$ cat src/rtl/memory_board_ctrl.sv
// ============================================================================
// Module : memory_board_ctrl
// Brief  : Two-player memory-game board controller with pair matching,
//          per-pick turn timer, scoring and end-of-game detection.
// Rev    : 1.0
// ============================================================================
`default_nettype none

module memory_board_ctrl #(
  parameter int NUM_TILES   = 16,
  parameter int LABEL_W     = 4,
  parameter int HOLD_CYCLES = 4,
  parameter int TURN_CYCLES = 100,
  parameter int SCORE_W     = 4
) (
  input  logic                           clk,
  input  logic                           rst,
  input  logic [NUM_TILES*LABEL_W-1:0]   labels_i,
  input  logic [$clog2(NUM_TILES)-1:0]   cursor_idx_i,
  input  logic                           select_i,
  output logic [2*NUM_TILES-1:0]         tile_state_o,
  output logic                           player_o,
  output logic [SCORE_W-1:0]             score0_o,
  output logic [SCORE_W-1:0]             score1_o,
  output logic                           match_p_o,
  output logic                           mismatch_p_o,
  output logic                           timeout_p_o,
  output logic                           game_over_o
);

  localparam int IW = $clog2(NUM_TILES);
  localparam int TW = $clog2(TURN_CYCLES);
  localparam int HW = (HOLD_CYCLES > 1) ? $clog2(HOLD_CYCLES) : 1;
  localparam logic [IW:0]   NT_C   = NUM_TILES[IW:0];
  localparam logic [TW-1:0] TMAX_C = TW'(TURN_CYCLES - 1);
  localparam logic [HW-1:0] HMAX_C = HW'(HOLD_CYCLES - 1);

  typedef enum logic [2:0] {
    S_PICK1   = 3'd0,
    S_PICK2   = 3'd1,
    S_SHOW    = 3'd2,
    S_RESOLVE = 3'd3,
    S_DONE    = 3'd4
  } state_t;

  state_t                 state_q, state_d;
  logic [NUM_TILES-1:0]   revealed_q, revealed_d;
  logic [NUM_TILES-1:0]   matched_q, matched_d;
  logic [IW-1:0]          idx1_q, idx1_d;
  logic [IW-1:0]          idx2_q, idx2_d;
  logic [TW-1:0]          timer_q, timer_d;
  logic [HW-1:0]          hold_q, hold_d;
  logic                   player_q, player_d;
  logic [SCORE_W-1:0]     score0_q, score0_d;
  logic [SCORE_W-1:0]     score1_q, score1_d;
  logic                   match_q, match_d;
  logic                   mismatch_q, mismatch_d;
  logic                   timeout_q, timeout_d;

  logic w_in_range, w_pick_ok, w_expire, w_cursor_on, w_labels_eq;

  assign w_in_range  = ({1'b0, cursor_idx_i} < NT_C);
  assign w_pick_ok   = select_i && w_in_range &&
                       !revealed_q[cursor_idx_i] && !matched_q[cursor_idx_i];
  assign w_expire    = (timer_q == TMAX_C);
  assign w_cursor_on = (state_q == S_PICK1) || (state_q == S_PICK2);
  assign w_labels_eq = (labels_i[idx1_q*LABEL_W +: LABEL_W] ==
                        labels_i[idx2_q*LABEL_W +: LABEL_W]);

  always_ff @(posedge clk or posedge rst) begin
    if (rst) begin
      state_q    <= S_PICK1;
      revealed_q <= '0;
      matched_q  <= '0;
      idx1_q     <= '0;
      idx2_q     <= '0;
      timer_q    <= '0;
      hold_q     <= '0;
      player_q   <= 1'b0;
      score0_q   <= '0;
      score1_q   <= '0;
      match_q    <= 1'b0;
      mismatch_q <= 1'b0;
      timeout_q  <= 1'b0;
    end else begin
      state_q    <= state_d;
      revealed_q <= revealed_d;
      matched_q  <= matched_d;
      idx1_q     <= idx1_d;
      idx2_q     <= idx2_d;
      timer_q    <= timer_d;
      hold_q     <= hold_d;
      player_q   <= player_d;
      score0_q   <= score0_d;
      score1_q   <= score1_d;
      match_q    <= match_d;
      mismatch_q <= mismatch_d;
      timeout_q  <= timeout_d;
    end
  end

  always_comb begin
    state_d    = state_q;
    revealed_d = revealed_q;
    matched_d  = matched_q;
    idx1_d     = idx1_q;
    idx2_d     = idx2_q;
    timer_d    = timer_q;
    hold_d     = hold_q;
    player_d   = player_q;
    score0_d   = score0_q;
    score1_d   = score1_q;
    match_d    = 1'b0;
    mismatch_d = 1'b0;
    timeout_d  = 1'b0;
    case (state_q)
      S_PICK1: begin
        // A valid pick takes priority over a coincident timer expiry.
        if (w_pick_ok) begin
          revealed_d[cursor_idx_i] = 1'b1;
          idx1_d  = cursor_idx_i;
          timer_d = '0;
          state_d = S_PICK2;
        end else if (w_expire) begin
          timeout_d = 1'b1;
          player_d  = ~player_q;
          timer_d   = '0;
        end else begin
          timer_d = timer_q + 1'b1;
        end
      end
      S_PICK2: begin
        if (w_pick_ok && (cursor_idx_i != idx1_q)) begin
          revealed_d[cursor_idx_i] = 1'b1;
          idx2_d  = cursor_idx_i;
          hold_d  = '0;
          timer_d = '0;
          state_d = S_SHOW;
        end else if (w_expire) begin
          timeout_d          = 1'b1;
          revealed_d[idx1_q] = 1'b0;
          player_d           = ~player_q;
          timer_d            = '0;
          state_d            = S_PICK1;
        end else begin
          timer_d = timer_q + 1'b1;
        end
      end
      S_SHOW: begin
        if (hold_q == HMAX_C) state_d = S_RESOLVE;
        else                  hold_d  = hold_q + 1'b1;
      end
      S_RESOLVE: begin
        revealed_d[idx1_q] = 1'b0;
        revealed_d[idx2_q] = 1'b0;
        if (w_labels_eq) begin
          matched_d[idx1_q] = 1'b1;
          matched_d[idx2_q] = 1'b1;
          match_d           = 1'b1;
          if (!player_q && (score0_q != '1)) score0_d = score0_q + 1'b1;
          if (player_q  && (score1_q != '1)) score1_d = score1_q + 1'b1;
        end else begin
          mismatch_d = 1'b1;
          player_d   = ~player_q;
        end
        timer_d = '0;
        state_d = (&matched_d) ? S_DONE : S_PICK1;
      end
      S_DONE: ;
      default: state_d = S_PICK1;
    endcase
  end

  for (genvar i = 0; i < NUM_TILES; i++) begin : g_tile
    assign tile_state_o[2*i +: 2] =
      matched_q[i]  ? 2'b11 :
      revealed_q[i] ? 2'b10 :
      (w_cursor_on && (cursor_idx_i == IW'(i))) ? 2'b01 : 2'b00;
  end

  assign player_o     = player_q;
  assign score0_o     = score0_q;
  assign score1_o     = score1_q;
  assign match_p_o    = match_q;
  assign mismatch_p_o = mismatch_q;
  assign timeout_p_o  = timeout_q;
  assign game_over_o  = (state_q == S_DONE);

endmodule

`default_nettype wire

$ cat config.mk
export PLATFORM = sky130hd
export DESIGN_NAME = memory_board_ctrl
export DESIGN_NICKNAME = d
export VERILOG_FILES = /design/src/rtl/memory_board_ctrl.sv
export SDC_FILE = /design/constraint.sdc
export NUM_CORES = 1
export LEC_CHECK = 0
export CORE_MARGIN = 3
export CORE_UTILIZATION = 54
export CTS_CLUSTER_DIAMETER = 100
export DETAILED_ROUTE_END_ITERATION = 10
export GPL_TIMING_DRIVEN = 0
export PLACE_DENSITY = 0.86
export SYNTH_ARGS = -nofsm -noshare
export SYNTH_HDL_FRONTEND = slang
export SYNTH_SLANG_ARGS = --single-unit
$ cat constraint.sdc
create_clock -name clk -period 5.6 [get_ports clk]
set_clock_uncertainty 0.05 [all_clocks]
set_input_delay 0.56 -clock clk [delete_from_list [all_inputs] [get_ports clk]]
set_output_delay 0.56 -clock clk [all_outputs]
set_load 0.02 [all_outputs]
After elaboration in Yosys (flattened, before gate mapping) --
Index checks and enable logic that the tools add are counted.
Storage, ports and cells: flip-flop bits (word level) 64, input port bits 71, output and inout bits 45, word-level logic and storage cells 198
Cells by class: add/subtract/negate cells 4, $lt $le $gt $ge 6, equality and inequality tests 33, shifts and indexed selects 2, multiplexer cells 90, bitwise operators 9, reduce and logical (&&, ||, !) cells 41
Operator list (number):
- 64-bit by 7-bit variable part select with 4-bit output | 2
- 16-bit two-way mux | 5
- 2-bit two-way mux | 34
- 16-bit OR | 3
- 16-bit case mux with 3 select lines | 1
- 16-bit AND | 2
- 4-bit == test (second input constant) | 8
- 1-bit two-way mux | 32
- 16-bit inverter | 2
- 1-bit logical AND | 24
- 7-bit two-way mux | 3
- 7-bit case mux with 3 select lines | 1
- 4-bit by 3-bit == test with 1-bit output (second input constant) | 4
- 16-bit AND reduction | 1
- 4-bit by 5-bit less-than comparator with 1-bit output (second input constant) | 3
- 3-bit two-way mux | 5
- 3-bit case mux with 5 select lines | 1
- 1-bit demux with 4-bit select | 3
- 4-bit by 1-bit >= comparator with 1-bit output (second input constant) | 3
- 2-bit inequality test (second input constant) | 6
- 3-bit AND reduction | 4
- 4-bit by 1-bit adder with 4-bit output (second input constant) | 2
- 1-bit binary-select mux with 4-bit select | 2
- 4-bit by 2-bit == test with 1-bit output (second input constant) | 2
- other kinds (25) | 32

Longest topological paths before layout --
word-level depth 11, mapped depth 12

Least setup slack after synthesis --
OpenSTA, ideal clock, no wires.
kind input port to flip-flop, from in cursor_idx_i[0], to reg revealed_q[4], arrival 2.836 ns, data required time 5.483 ns, setup slack 2.647 ns, stages on the path 9, buffers on the path 1, cells stage by stage clkbuf_1 mux4_2 mux2i_1 mux2i_1 nand2b_1 a2111o_1 or2_2 nor2_1 o32a_1
On the way: cells in the longest elaborated chain, start to end 8, elaborated cells between the ends (all ways) 22
RTL lines:
- start, declared | RTL line 19 | input logic [$clog2(NUM_TILES)-1:0] cursor_idx_i,
- parallel branches: the longest is 8 deep, another holds 4-bit by 5-bit less-than comparator with 1-bit output
- end signal, assigned | RTL line 87 | revealed_q <= revealed_d;
- end, declared | RTL line 47 | logic [NUM_TILES-1:0] revealed_q, revealed_d;
Parallel ways; which one is timed is not known. The select of a mux whose other input is x is not followed. A chain may end at the register's enable or synchronous reset.

Worst setup path in the final report --
from in cursor_idx_i[1], to reg revealed_q[1]
The elaborated chain is that of the path after synthesis.

==> results_tabular.tex <==
\begin{tabular}{lr}
\hline
Metric & Value \\
\hline
\multicolumn{2}{l}{\textbf{Status}} \\
\quad Status & finished clean \\
\multicolumn{2}{l}{\textbf{Power and ir drop}} \\
\quad VDD IR max & 0.2451 mV \\
\quad Cell Pwr Density & 198.0 nW/um\^{}2 \\
\quad Cell leakage power & 2.498 nW \\
\multicolumn{2}{l}{\textbf{Detailed routing}} \\
\quad DRT antenna net count & 0 \\
\quad Detailed-route DRC error count & 0 \\
\quad Initial DRT Pass Iterations & 6 \\
\quad Vias per std cell & 6.528 \\
\quad Wirelength, routed & 16090 um \\
\quad Wire per inst & 21.95 um \\
\quad Overall via count from detail\_route & 4785 \\
\quad Iteration-0 DRC count of the detailed router & 461 \\
\multicolumn{2}{l}{\textbf{Clocking}} \\
\quad Number of CTS-inserted buffers & 9 \\
\quad Post CTS Setup Buffer Count & 0 \\
\quad TritonCTS clock tree & built \\
\quad CTS clk-pin slew, worst paths & 0.08 ns \\
\quad Cts hold-fix bufs & 0 \\
\quad Number of H-tree levels & 3 \\
\quad Buffer depth of the longest clock path & 2 \\
\quad CTS root buf & sky130\_fd\_sc\_hd\_\_clkbuf\_8 \\
\quad Number of sinks driven by the clock tree & 64 \\
\quad Clock latency at the later pin of the worst-skew pair & 0.36 ns \\
\quad Post-cts resize count & 0 \\
\multicolumn{2}{l}{\textbf{Floorplan}} \\
\quad Initial core utilization & 0.5662 \\
\quad \# rows & 33 \\
\quad Die ar. & 9902 um\^{}2 \\
\quad Top-level I/O count & 116 \\
\quad Die Wd & 99.51 um \\
\quad DIE HEIGHT & 99.51 um \\
\quad Core outline area & 8341 um\^{}2 \\
\multicolumn{2}{l}{\textbf{Yosys}} \\
\quad Post-synthesis cell count & 498 \\
\quad Netlist Area Pre-Place & 4722 um\^{}2 \\
\quad Count of synthesis-stage warnings from yosys & 0 \\
\quad Yosys top cell area share & 0.3392 \\
\quad Sequential share of the synthesized area & 0.3392 \\
\quad Prevailing post-synth register cell & sky130\_fd\_sc\_hd\_\_dfrtp\_1 \\
\quad Synth Net Count & 573 \\
\quad Count of flip-flops with a built-in enable after synthesis & 0 \\
\quad Fraction of registers with async set/reset & 1.000 \\
\quad Biggest area consumer among synthesized cells & sky130\_fd\_sc\_hd\_\_dfrtp\_1 \\
\quad Synthesized area divided by synthesized cell count & 9.482 um\^{}2 \\
\quad Cell types with the highest counts after synthesis & sky130\_fd\_sc\_hd\_\_dfrtp\_1, sky130\_fd\_sc\_hd\_\_nand2\_1, sky130\_fd\_sc\_hd\_\_nor2\_1 \\
\quad FF+latch count, synth & 64 \\
\quad Biggest area contributors in the synthesized netlist & sky130\_fd\_sc\_hd\_\_dfrtp\_1, sky130\_fd\_sc\_hd\_\_mux4\_2, sky130\_fd\_sc\_hd\_\_nand2\_1 \\
\quad Number of distinct library cells after synthesis & 49 \\
\multicolumn{2}{l}{\textbf{Global routing}} \\
\quad Largest net degree at the start of global routing & 43 \\
\quad Vias in the first global route & 4870 \\
\quad Wire length of the first global-routing pass & 25420 um \\
\quad Overall track demand over capacity in global routing & 0.3284 \\
\quad Initial antenna violation count & 0 \\
\quad Grt total ovfl & 0 \\
\multicolumn{2}{l}{\textbf{Worst setup path}} \\
\quad Crit path required time & 5.85 ns \\
\quad Cell family with the largest share of critical-path delay & buffers and inverters \\
\quad Reg2reg start & idx1\_q[1] \\
\quad Crit path depth & 10 \\
\quad Kind of capture point of the worst setup path & flip-flop \\
\quad Worst EP arrival & 4.25 ns \\
\quad Largest incremental delay on the critical path & 0.72 ns \\
\quad Critical path fanouts, max & 10 \\
\quad Crit Path Class & input pin to flip-flop \\
\quad Chain of cells forming the critical path & clkdlybuf4s50\_1 -> inv\_1 -> mux4\_2 -> mux2i\_1 -> mux2i\_1 -> nor2\_1 -> nor2\_1 -> o21ai\_0 -> buf\_2 -> o22a\_1 \\
\quad Terminus of the critical flop-to-flop path & state\_q[2] \\
\quad First element of the critical path & cursor\_idx\_i[1] \\
\quad Worst reg-to-reg path cell count & 11 \\
\quad CP Capture Point & revealed\_q[1] \\
\quad Slowest library cell on the worst path & sky130\_fd\_sc\_hd\_\_o21ai\_0 \\
\quad Buffers \& Inverters on Critical Path & 3 \\
\quad Startpoint type of the worst setup path & input pin \\
\quad Register-to-register path setup slack & 1.70 ns \\
\multicolumn{2}{l}{\textbf{Run}} \\
\quad Max-cap violations & 0 \\
\multicolumn{2}{l}{\textbf{Cells and area}} \\
\quad Final instance area & 6250 um\^{}2 \\
\quad Net count, final & 698 \\
\quad Area growth, synth to finish & 32.35\% \\
\quad Fraction of layout instances using a drive strength above 1 & 0.1529 \\
\quad Diode count & 0 \\
\multicolumn{2}{l}{\textbf{Worst hold path}} \\
\quad Type of the tightest min-delay check & flip-flop to flip-flop \\
\multicolumn{2}{l}{\textbf{Timing}} \\
\quad Slew at the pin with the worst max-slew slack & 0.9284 ns \\
\quad Max-slew violation count & 0 \\
\quad Normalized max-slew margin & 0.3802 \\
\quad Crit share post-route & 0.7160 \\
\quad Setup-failing EPs final & 0 \\
\quad Fmax & 249.4 MHz \\
\quad Total negative slack & 0 ns \\
\quad Final critical-path required period & 4.010 ns \\
\quad Hold violation total from the final report & 0 \\
\quad Setup repair after global routing missed its margin & false \\
\multicolumn{2}{l}{\textbf{Placement}} \\
\quad Port-buffer cells & 113 \\
\quad Cell area after placement & 6012 um\^{}2 \\
\quad Placer congestion estimate & 1.105 \\
\quad HPWL after detailed placement & 12210 um \\
\hline
\end{tabular}
flip-flops by register name, indices dropped and copies added (netlist names):
signal,cells
state_q,3
match_p_o,1
player_o,1
idx2_q,4
hold_q,2
timer_q,7
mismatch_p_o,1
score0_o,4
idx1_q,4
score1_o,4
matched_q,16
revealed_q,16
timeout_p_o,1
worst register-to-register path: cells and delay by family (launching register included):
family / cells / cell delay [ns]
compound gates: 2 / 0.39
xor+xnor: 1 / 0.17
buf+inv: 2 / 0.84
flops: 1 / 0.41
mux: 1 / 0.41
simple gates: 5 / 1.56
cell usage in the layout (no fill, tap or decap), types with 20 or more instances in the layout:
cell                              netlist  layout
sky130_fd_sc_hd__clkdlybuf4s50_1        0     113
sky130_fd_sc_hd__mux4_2                36      36
sky130_fd_sc_hd__dfrtp_1               64      64
sky130_fd_sc_hd__or2_2                 22      22
sky130_fd_sc_hd__nor2_1                40      40
sky130_fd_sc_hd__nand2_1               64      64
sky130_fd_sc_hd__a21oi_1               20      20
sky130_fd_sc_hd__o22ai_1               23      23
sky130_fd_sc_hd__inv_1                 22      21
area by class of cell:
class / instances / area (um^2)
well taps: 105 / 131.4
repair buffers: 114 / 1159
multi-input cells: 382 / 2900
clock buffers: 11 / 151.4
flip-flops and latches: 64 / 1602
inverters: 22 / 82.58
clock inverters: 5 / 86.33
plain buffers: 30 / 137.6
fillers: 604 / 2091
through the flow:
step | total power, mW | hold WS, ns | setup slack [ns] | util | cells
2_1_floorplan | 0.6588 | 0.4049 | 2.647 | - | 498
3_3_place_gp | 0.7554 | 0.4219 | 1.420 | 0.7175 | 716
3_5_place_dp | 0.7671 | 0.4383 | 1.359 | 0.7208 | 717
4_1_cts | 1.239 | 0.4539 | 1.718 | 0.7493 | 733
5_1_grt | 1.288 | 0.4790 | 1.556 | 0.7493 | 733
6_report | 1.237 | 0.4502 | 1.590 | 0.7493 | 733
metal layers:
metal	vias to the layer above	part of all wire	track usage
li1	2099	-	-
met1	2297	0.38	0.4340
met2	335	0.47	0.5320
met3	54	0.12	0.08135
met4	0	0.034	0.1113
met5	-	0	0
report_power, final:
part           internal, mW  total (mW)  switching [mW]
sequential            0.487       0.512          0.0251
clock                 0.279       0.474           0.195
combinational         0.121       0.252           0.131
total                 0.887        1.24           0.351
how the worst min path moves through the flow:
stage               endpoint  slack (ns)     startpoint  cells after the start
2_1_floorplan   matched_q[0]        0.40   matched_q[0]                      2
3_3_place_gp   matched_q[12]        0.42  matched_q[12]                      2
3_5_place_dp     score0_o[3]        0.44    score0_o[3]                      1
4_1_cts          score0_o[3]        0.45    score0_o[3]                      1
5_1_grt          score0_o[3]        0.48    score0_o[3]                      1
6_report         score0_o[3]        0.45    score0_o[3]                      1
cell families after synthesis:
kind of cell / after synthesis / synth area share
flops: 64 / 0.3392
buf+inv: 52 / 0.04663
mux: 48 / 0.1995
xor+xnor: 17 / 0.03153
fa+ha+maj: 4 / 0.01060
compound gates: 116 / 0.1680
simple gates: 197 / 0.2046
Note: power is estimated with default switching activity, not from simulation.
